## src/rtl/serial2parallel.sv

```systemverilog
// Serial-to-parallel converter: shifts in WIDTH-bit words MSB first and emits each completed word with a one-cycle valid pulse.
// Optional frame-sync hunting with sync_sig is enabled by defining S2P_SYNC_EN.
`timescale 1ns/1ps

module serial2parallel #(
  parameter int unsigned WIDTH = 2
) (
  input  logic             clk_sig,
  input  logic             reset_sig,
  input  logic             serial_sig,
`ifdef S2P_SYNC_EN
  input  logic             sync_sig,
`endif
  output logic [WIDTH-1:0] parallel_sig,
  output logic             valid_sig
);

  localparam int unsigned CW = $clog2(WIDTH);
  localparam int unsigned SW = WIDTH - 1;
  localparam logic [CW-1:0] LAST = CW'(WIDTH - 1);

  logic [CW-1:0]    cnt, cnt_nxt;
  logic [SW-1:0]    shreg, shreg_nxt;
  logic [WIDTH-1:0] par_nxt;
  logic [WIDTH-1:0] word;
  logic             valid_nxt;
  logic             shift_en;

`ifdef S2P_SYNC_EN
  typedef enum logic {
    HUNT = 1'b0,
    LOCK = 1'b1
  } state_t;

  state_t state, state_nxt;
`endif

  // Only the low WIDTH-1 bits are stored; the current serial bit completes the word.
  assign word = {shreg, serial_sig};

  // Next-state, counter and output-register logic.
  always_comb begin
    cnt_nxt   = cnt;
    shreg_nxt = shreg;
    par_nxt   = parallel_sig;
    valid_nxt = 1'b0;
`ifdef S2P_SYNC_EN
    state_nxt = state;
    shift_en  = (state == LOCK) && !sync_sig;
`else
    shift_en  = 1'b1;
`endif

    if (shift_en) begin
      shreg_nxt = word[SW-1:0];
      if (cnt == LAST) begin
        par_nxt   = word;
        valid_nxt = 1'b1;
        cnt_nxt   = '0;
      end else begin
        cnt_nxt = cnt + CW'(1);
      end
    end

`ifdef S2P_SYNC_EN
    // A sync strobe restarts framing: this bit is the MSB and any partial word is dropped.
    if (sync_sig) begin
      state_nxt = LOCK;
      shreg_nxt = SW'(serial_sig);
      cnt_nxt   = CW'(1);
    end
`endif
  end

  // State and output registers with synchronous active-low reset.
  always_ff @(posedge clk_sig) begin
    if (!reset_sig) begin
      cnt          <= '0;
      shreg        <= '0;
      parallel_sig <= '0;
      valid_sig    <= 1'b0;
`ifdef S2P_SYNC_EN
      state        <= HUNT;
`endif
    end else begin
      cnt          <= cnt_nxt;
      shreg        <= shreg_nxt;
      parallel_sig <= par_nxt;
      valid_sig    <= valid_nxt;
`ifdef S2P_SYNC_EN
      state        <= state_nxt;
`endif
    end
  end

endmodule

```

## config.mk

```make
export PLATFORM = sky130hd
export DESIGN_NAME = serial2parallel
export DESIGN_NICKNAME = d
export VERILOG_FILES = /design/src/rtl/serial2parallel.sv
export SDC_FILE = /design/constraint.sdc
export NUM_CORES = 1
export LEC_CHECK = 0
export CAP_MARGIN = 10
export CORE_AREA = 2 2 39 41
export DETAILED_ROUTE_END_ITERATION = 10
export DIE_AREA = 0 0 41 43
export PLACE_DENSITY = 0.34
export SYNTH_ARGS = -nofsm -noshare
export SYNTH_HDL_FRONTEND = slang
export SYNTH_SLANG_ARGS = --single-unit
```

## constraint.sdc

```tcl
create_clock -name clk_sig -period 0.9 [get_ports clk_sig]
set_clock_uncertainty 0.2 [all_clocks]
set_input_delay 0.135 -clock clk_sig [delete_from_list [all_inputs] [get_ports clk_sig]]
set_output_delay 0.135 -clock clk_sig [all_outputs]
set_load 0.005 [all_outputs]
```

==> impl_metrics.json <==
{
  "drv_cap": 0,
  "yosysWarnings": 0,
  "finalHoldViolations": 0,
  "drc": 0,
  "p_comb_share_pct": 6.7,
  "critPathLaunch": "parallel_sig[1]$_SDFFE_PN0P_",
  "synth-seq-cells": 5,
  "fin_ws_ns": -0.107,
  "tightest_slew_ns": 0.123,
  "grt_antenna_before_repair": 0,
  "fin_crit_ns": 1.01,
  "seqPwrFrac_pct": 44.8,
  "final_cell_area_um2": 250,
  "dpl_cell_area_um2": 234,
  "drtAntennaViolNets": 0,
  "fin_crit_sh_pct": 112,
  "routed_wl_um": 253,
  "hold_path.class": "reg -> reg",
  "die_h_um": 43,
  "fin_hold_ws_ns": 0.290,
  "htree_num_levels": 1,
  "clock_latency_ns": 0.24,
  "max_stage_delay_ns": 0.31,
  "synth_nets": 15,
  "via_per_inst": 2.76,
  "io_buffers": 5,
  "pwr-share-clk_pct": 48.5,
  "critPathArrivalTime_ns": 0.67,
  "ir_drop_mv": 1.01,
  "rsz0062_at_grt": "yes",
  "clk_transition_reported_paths_ns": 0.05,
  "ioPinCount": 6,
  "hold_start": "shreg$_SDFF_PN0_",
  "vias": 105,
  "synthTopCellsByArea": "dfxtp_1, mux2i_1, nor2b_1",
  "area_growth_pct": 61.3,
  "drive_above_1_share_pct": 54.5,
  "core_area_um2": 1380,
  "place_congestion": 0.602,
  "first_iter_violations": 0,
  "critPathTopFamily": "flip-flops",
  "tns_ns": -0.296,
  "start_kind": "flop",
  "p_int_mw": 0.428,
  "grtUsageTotal_pct": 4.02,
  "setup_viol": 5,
  "die_w_um": 41,
  "status": "finished with violations",
  "grt_pass1_wl_um": 434,
  "worstSetupPathType": "reg -> out",
  "grt_pass1_vias": 118,
  "cts_buffers": 3,
  "tritoncts": "built",
  "path_cells": "buf_2",
  "avgSynthCellArea_um2": 12.9,
  "cts_root_buffer": "clkbuf_4",
  "dr.pass1.iters": 1,
  "r2r-start": "cnt$_SDFF_PP0_",
  "synth_top_area_share_pct": 64.5,
  "antenna_cells": 0,
  "cts.sinks": 5,
  "critPathCaptureType": "output port",
  "cp.required_ns": 0.56,
  "leakagePower_nw": 0.109,
  "slowest_stage": "dfxtp_2",
  "fmax_mhz": 993,
  "totalPowerFinal_mw": 0.539,
  "ys_seq_area_share_pct": 64.5,
  "syn_inst": 12,
  "nets": 26,
  "final_cells": 38,
  "wire_per_inst_um": 6.66,
  "clockBufferDepth": 2,
  "post-route-util_pct": 18.1,
  "path_buf_inv": 1,
  "power_switching_mw": 0.111,
  "violations": "negative setup slack",
  "final_max_slew_viol_count": 0,
  "rows": 14,
  "grt-ovfl-total": 0,
  "final_cell_mix": "clkbuf_4, buf_2",
  "initial_utilization_pct": 11.2,
  "dp_cells": 34,
  "pre_cts_ws_ns": -0.246,
  "synthesis.area_um2": 155,
  "slew_headroom_pct": 91.6,
  "die_area_um2": 1760,
  "ys_types": 6,
  "grt_max_degree": 6,
  "cp_max_fo": 2,
  "swShare_pct": 20.6,
  "powerDensity_nw_per_um2": 2150,
  "fillCellCount": 151,
  "synth_top_cell_by_area": "dfxtp_1"
}
-- timing repair --
action                                 in CTS  in global routing
setup endpoints to repair                   5                  6
gates cloned                                0                  0
hold buffers                                0                  0
endpoints found under the hold margin       0                  0
gates resized for setup                    14                  1
buffers inserted                            0                  0
-- cell families (layout without fill, tap and decap cells) --
logic type,count (synthesis),count (layout),synth area share (%)
flip-flops,5,5,64.5
multiplexers,2,2,12.9
AND/OR/NAND/NOR,5,5,22.6
buffers and inverters,0,10,0
-- layout make-up --
cell class	count	area, um2	share of cell area, %
flip-flops and latches	5	106	42.5
multi-input cells	7	55.1	22.0
repair buffers	6	42.5	17.0
clock buffers	4	26.3	10.5
well taps	16	20.0	8.00
-- per-layer routing --
layer / part of all wire [%] / global-route usage (%)
met1: 51 / 4.85
met2: 26 / 4.06
met3: 23 / 6.28
met4: 0 / 0
met5: 0 / 0
-- cells in the mapped netlist --
master	instances
and2_1	1
and2_2	1
and2b_2	1
dfxtp_1	5
mux2i_1	2
nor2b_1	2
-- sequential cells by signal, summed over array words and instances (netlist names) --
| register | flops |
|---|---|
| parallel_sig | 2 |
| shreg | 1 |
| valid_sig | 1 |
| cnt | 1 |
-- power by group through the flow --
stage	Combinational, mW	Sequential (mW)	Clock [mW]
floorplan	0.0149	0.246	0
global placement	0.0424	0.246	0
detailed placement	0.0425	0.246	0
CTS	0.0364	0.243	0.269
global route	0.0396	0.243	0.290
finish	0.0362	0.242	0.261
-- worst paths after layout --
kind              slack [ns]  depth (start not counted)                            to
setup / recovery       -0.11                          1               parallel_sig[1]
hold / removal          0.29                          2  parallel_sig[1]$_SDFFE_PN0P_
setup reg to reg       -0.01                          2  parallel_sig[0]$_SDFFE_PN0P_
hold reg to reg         0.29                          2  parallel_sig[1]$_SDFFE_PN0P_
Power figures use the tool's default switching activity.
